===== config.mk =====
export PLATFORM = sky130hd
export DESIGN_NAME = alu_writeback
export DESIGN_NICKNAME = d
export VERILOG_FILES = /design/src/rtl/alu_writeback.sv
export SDC_FILE = /design/constraint.sdc
export NUM_CORES = 1
export LEC_CHECK = 0
export ABC_CLOCK_PERIOD_IN_PS = 28600
export CAP_MARGIN = 20
export CORE_MARGIN = 10
export CORE_UTILIZATION = 35
export CTS_CLUSTER_DIAMETER = 200
export DETAILED_ROUTE_END_ITERATION = 6
export PLACE_DENSITY = 0.47
export SLEW_MARGIN = 20
export SYNTH_ARGS = -nofsm -noshare
export SYNTH_HDL_FRONTEND = slang
export SYNTH_SLANG_ARGS = --single-unit

===== constraint.sdc =====
create_clock -name clk -period 28.6 [get_ports clk]
set_input_delay 4.29 -clock clk [delete_from_list [all_inputs] [get_ports clk]]
set_output_delay 4.29 -clock clk [all_outputs]
set_load 0.01 [all_outputs]

===== src/rtl/alu_writeback.sv =====
// alu_writeback: ALU result writeback with a 2-entry retire FIFO, load port,
// 16x16 register file and flags register. Define WB_BYPASS_EN to forward reads.
module alu_writeback (
  input  logic        clk,
  input  logic        reset,
  input  logic        in_valid,
  output logic        in_ready,
  input  logic        in_reg_we,
  input  logic [3:0]  in_dst_reg,
  input  logic [15:0] in_data,
  input  logic        in_flags_we,
  input  logic [3:0]  in_flags,
  input  logic        mem_we,
  input  logic [3:0]  mem_reg,
  input  logic [15:0] mem_data,
  input  logic [3:0]  rd_addr_a,
  input  logic [3:0]  rd_addr_b,
  output logic [15:0] rd_data_a,
  output logic [15:0] rd_data_b,
  output logic [3:0]  flags,
  output logic [1:0]  pending
);

  typedef struct packed {
    logic        reg_we;
    logic [3:0]  dst;
    logic [15:0] data;
    logic        flags_we;
    logic [3:0]  flags;
  } wb_ent_t;

  // Slot 0 is always the head; slot 1 holds the younger entry when full.
  wb_ent_t     r_q [2];
  logic [1:0]  r_cnt;
  logic [15:0] r_rf [16];
  logic [3:0]  r_flags;

  wb_ent_t     w_in_ent;
  wb_ent_t     w_head;
  logic        w_push;
  logic        w_pop;
  logic        w_wr_hi;
  logic [1:0]  w_cnt_nxt;

  assign in_ready = (r_cnt != 2'd2);
  assign pending  = r_cnt;
  assign flags    = r_flags;

  assign w_in_ent = '{
    reg_we:   in_reg_we,
    dst:      in_dst_reg,
    data:     in_data,
    flags_we: in_flags_we,
    flags:    in_flags
  };

  assign w_head = r_q[0];
  assign w_push = in_valid & in_ready;
  // The load port owns the write path, so a load stalls retirement.
  assign w_pop  = ~mem_we & (r_cnt != 2'd0);
  // Push lands behind whatever survives this cycle's retire.
  assign w_wr_hi = (r_cnt == 2'd1) & ~w_pop;
  assign w_cnt_nxt = r_cnt
                   + {1'b0, w_push}
                   - {1'b0, w_pop};

  // FIFO storage and occupancy: shift on retire, then place the push.
  always_ff @(posedge clk or posedge reset) begin
    if (reset) begin
      r_cnt  <= 2'd0;
      r_q[0] <= '0;
      r_q[1] <= '0;
    end else begin
      r_cnt <= w_cnt_nxt;
      if (w_pop) begin
        r_q[0] <= r_q[1];
      end
      if (w_push) begin
        if (w_wr_hi) begin
          r_q[1] <= w_in_ent;
        end else begin
          r_q[0] <= w_in_ent;
        end
      end
    end
  end

  // Register file: load write wins, otherwise the retiring head writes.
  always_ff @(posedge clk or posedge reset) begin
    if (reset) begin
      for (int i = 0; i < 16; i++) begin
        r_rf[i] <= 16'h0000;
      end
    end else if (mem_we) begin
      r_rf[mem_reg] <= mem_data;
    end else if (w_pop && w_head.reg_we) begin
      r_rf[w_head.dst] <= w_head.data;
    end
  end

  // Flags register: only a retiring entry with flags_we updates it.
  always_ff @(posedge clk or posedge reset) begin
    if (reset) begin
      r_flags <= 4'b0000;
    end else if (w_pop && w_head.flags_we) begin
      r_flags <= w_head.flags;
    end
  end

`ifdef WB_BYPASS_EN
  logic w_mem_fwd;

  // Load data is not yet committed while reset holds the block idle.
  assign w_mem_fwd = mem_we & ~reset;

  function automatic logic [15:0] f_fwd(
    input logic [3:0]  addr,
    input wb_ent_t     q0,
    input wb_ent_t     q1,
    input logic [1:0]  cnt,
    input logic        ld_we,
    input logic [3:0]  ld_reg,
    input logic [15:0] ld_data,
    input logic [15:0] rf_val
  );
    logic [15:0] v;
    v = rf_val;
    if (ld_we && (ld_reg == addr)) begin
      v = ld_data;
    end
    if ((cnt != 2'd0) && q0.reg_we && (q0.dst == addr)) begin
      v = q0.data;
    end
    if ((cnt == 2'd2) && q1.reg_we && (q1.dst == addr)) begin
      v = q1.data;
    end
    return v;
  endfunction

  // Read port A: youngest queued match, older match, load, then RF.
  always_comb begin
    rd_data_a = f_fwd(rd_addr_a, r_q[0], r_q[1], r_cnt,
                      w_mem_fwd, mem_reg, mem_data,
                      r_rf[rd_addr_a]);
  end

  // Read port B: same forwarding priority as port A.
  always_comb begin
    rd_data_b = f_fwd(rd_addr_b, r_q[0], r_q[1], r_cnt,
                      w_mem_fwd, mem_reg, mem_data,
                      r_rf[rd_addr_b]);
  end
`else
  // Read port A: committed register state only.
  always_comb begin
    rd_data_a = r_rf[rd_addr_a];
  end

  // Read port B: committed register state only.
  always_comb begin
    rd_data_b = r_rf[rd_addr_b];
  end
`endif

endmodule

==> flow_summary.toml <==
[worst_hold_path]
holdCritStartpoint = "r_q[0]$_DFFE_PP0P_"
min_path_type = "flop to flop"

[drt]
first_pass_iters = 5
antenna_left = 0
drt-vias-per-instance = 6.35
via_count = 15300
route.detailed.drc = 0
wl_per_cell_um = 31.8
wirelength_um = 76400
drt_iter0_drc = 1819

[die]
die_x_um = 249
rows = 83
boundaryPins = 97
die_y_um = 249
core_area_um2 = 51500
die-area_um2 = 61800
start_util = 0.355

[cts]
cts_tree = "done"
htreeDepth = 2
cts-buffers-inserted = 39
post-cts-setup-buffer-count = 0
cts_hold_buf = 0
insertion_delay_ps = 570
path_clk_slew_ps = 50
ctsResizeCount = 0
cts_root_buffer = "clkbuf_16"
clkSinkCount = 314
clk_path_buf_depth = 3

[power]
p_per_area_nw_per_um2 = 98.1
p_leak_uw = 0.00866
ir_worst_vdd_mv = 0.0553

[logic_synthesis]
ys_seq_elements = 314
synthFlopType = "dfrtp_1"
yosys_warnings = 0
synthesis.area_um2 = 18300
synthDistinctLibCells = 58
netlist_instances = 1674
synth.avg_cell_area_um2 = 10.9
syn_nets = 1733
async_flop_share = 1.00
synth_edf_count = 0
yosysSeqAreaShare = 0.430

[sta]
fmax_mhz = 88.1
tightestPinTransition_ps = 1200
finalHoldViolations = 0
period_minus_slack_ps = 11350
rsz0062_at_grt = "false"
tns_ps = 0
setup_viol = 0
relSlewSlack = 0.200
maxSlewViolCount = 0
skew_ps = 20.6
period_share = 0.397
hold_slack_ps = 495
post-route-worst-setup-slack_ps = 17250

[setup_path]
startpoint = "rd_addr_a[0]"
crit_end = "rd_data_a[3]"
timing.rr.end = "r_rf[97]$_DFFE_PP0P_"
required_ps = 24310
ff2ff_setup_slack_ps = 25530
crit_path_end_kind = "output port"
cp_max_fo = 41
worstSetupPathType = "input port to output port"
crit_arrival_ps = 7060
timing.rr.start = "r_q[48]$_DFF_PP0_"
startpoint_type = "input port"
worst_r2r_path_depth = 4

[finish]
nets = 1756
multi_input_area_um2 = 9750
area_growth_pct = 15.7
fillers = 4954
drive_gt1_frac = 0.196
final-seq-area_um2 = 7860
fin_area_um2 = 21200

[placement]
io_buffer_count = 96
place_ws_ps = 17220
placedInstanceArea_um2 = 19800
dp_hpwl_um = 47800
gp_congestion = 0.869

[grt]
grt_antenna_before_repair = 2
grt_pass1_vias = 15100
grt_overflow = 0
grt_pass1_wl_um = 111000
grt_max_degree = 120
gr-usage-all-layers = 0.239

[status]
status = "finished, final reports clean"

[flow_run]
cap_violations = 0
==> state kept, by name (all words and copies together), names as in the netlist <==
register  flops
pending       2
flags         4
r_rf        256
r_q          52
==> kinds of logic after synthesis <==
kind of cell	after synthesis	share of synthesized area
buf+inv	171	0.0417
simple gates	420	0.103
mux	272	0.245
compound gates	494	0.180
xor+xnor	2	0.000958
flops	314	0.430
fa+ha+maj	1	0.000684
==> cell usage after synthesis (26+ instances only) <==
cell type	instances	area share
dfrtp_1	314	0.43
a31oi_1	26	0.0089
a21oi_1	39	0.011
nand2_1	255	0.052
mux2_1	61	0.038
a22oi_1	64	0.026
mux2_2	53	0.033
buf_2	42	0.011
mux2i_1	29	0.016
mux4_2	128	0.16
nor2_1	71	0.015
clkbuf_1	98	0.020
a2bb2oi_1	116	0.056
o21ai_0	218	0.060
==> cells in the final DEF (no fill, tap or decap), types with 6 or more instances in the layout <==
master,count
a21oi_1,39
mux2i_1,29
o22a_1,14
nor2_2,9
clkinv_2,6
and2_1,15
nor2_1,65
a2bb2oi_1,116
a2bb2oi_2,10
clkbuf_1,9
dfrtp_1,314
clkbuf_16,41
o21ai_0,218
mux2_1,61
clkbuf_8,8
a31oi_1,26
clkdlybuf4s50_1,91
a22oi_1,64
inv_1,10
buf_4,45
nand3_1,8
nand2_1,254
mux4_2,128
nand2b_1,17
mux2_2,53
==> worst max-delay path: stages <==
cell,delay (ps)
buf_4,440
buf_4,740
mux4_2,600
a22oi_1,300
nand2_1,140
clkdlybuf4s50_1,510
==> worst min-delay path by stage <==
stage / to / slack, ps / cells past startpoint
detailed placement: r_q[0]$_DFFE_PP0P_ / 490 / 1
global placement: r_q[25]$_DFFE_PP0P_ / 470 / 1
floorplan: r_q[0]$_DFFE_PP0P_ / 460 / 1
CTS: r_q[0]$_DFFE_PP0P_ / 500 / 1
finish: r_q[0]$_DFFE_PP0P_ / 490 / 1
global route: r_q[24]$_DFFE_PP0P_ / 510 / 1
==> metal layers <==
metal | global-route usage | routed length (um) | part of all wire | vias to the layer above
met4 | 0.0960 | 3080 | 0.040 | 0
met5 | 0 | 0 | 0 | -
met1 | 0.325 | 31600 | 0.41 | 7982
met2 | 0.363 | 34200 | 0.45 | 847
met3 | 0.0548 | 7490 | 0.098 | 157
li1 | - | - | - | 6303
==> power by group <==
part / total [uW] / leakage, uW / internal [uW] / switching (uW)
sequential: 901 / 0.00382 / 659 / 243
combinational: 664 / 0.00420 / 390 / 274
clock: 511 / 0.000639 / 309 / 202
==> through the flow <==
stage | power (uW) | instances | util
finish | 2080 | 2406 | 0.411
global route | 2180 | 2405 | 0.411
CTS | 2080 | 2402 | 0.410
detailed placement | 1560 | 2334 | 0.385
global placement | 1540 | 2331 | 0.383
floorplan | 1290 | 1674 | -
==> cell type report <==
type                            count  share of cell area
Antenna cell                        2            0.000237
Clock buffer                       58              0.0553
Clock inverter                     10             0.00603
Inverter                           11             0.00231
Multi-Input combinational cell   1189               0.461
Sequential cell                   314               0.371
Tap cell                          680              0.0402
Timing Repair Buffer              142              0.0639
(Power assumes the default switching activity.)
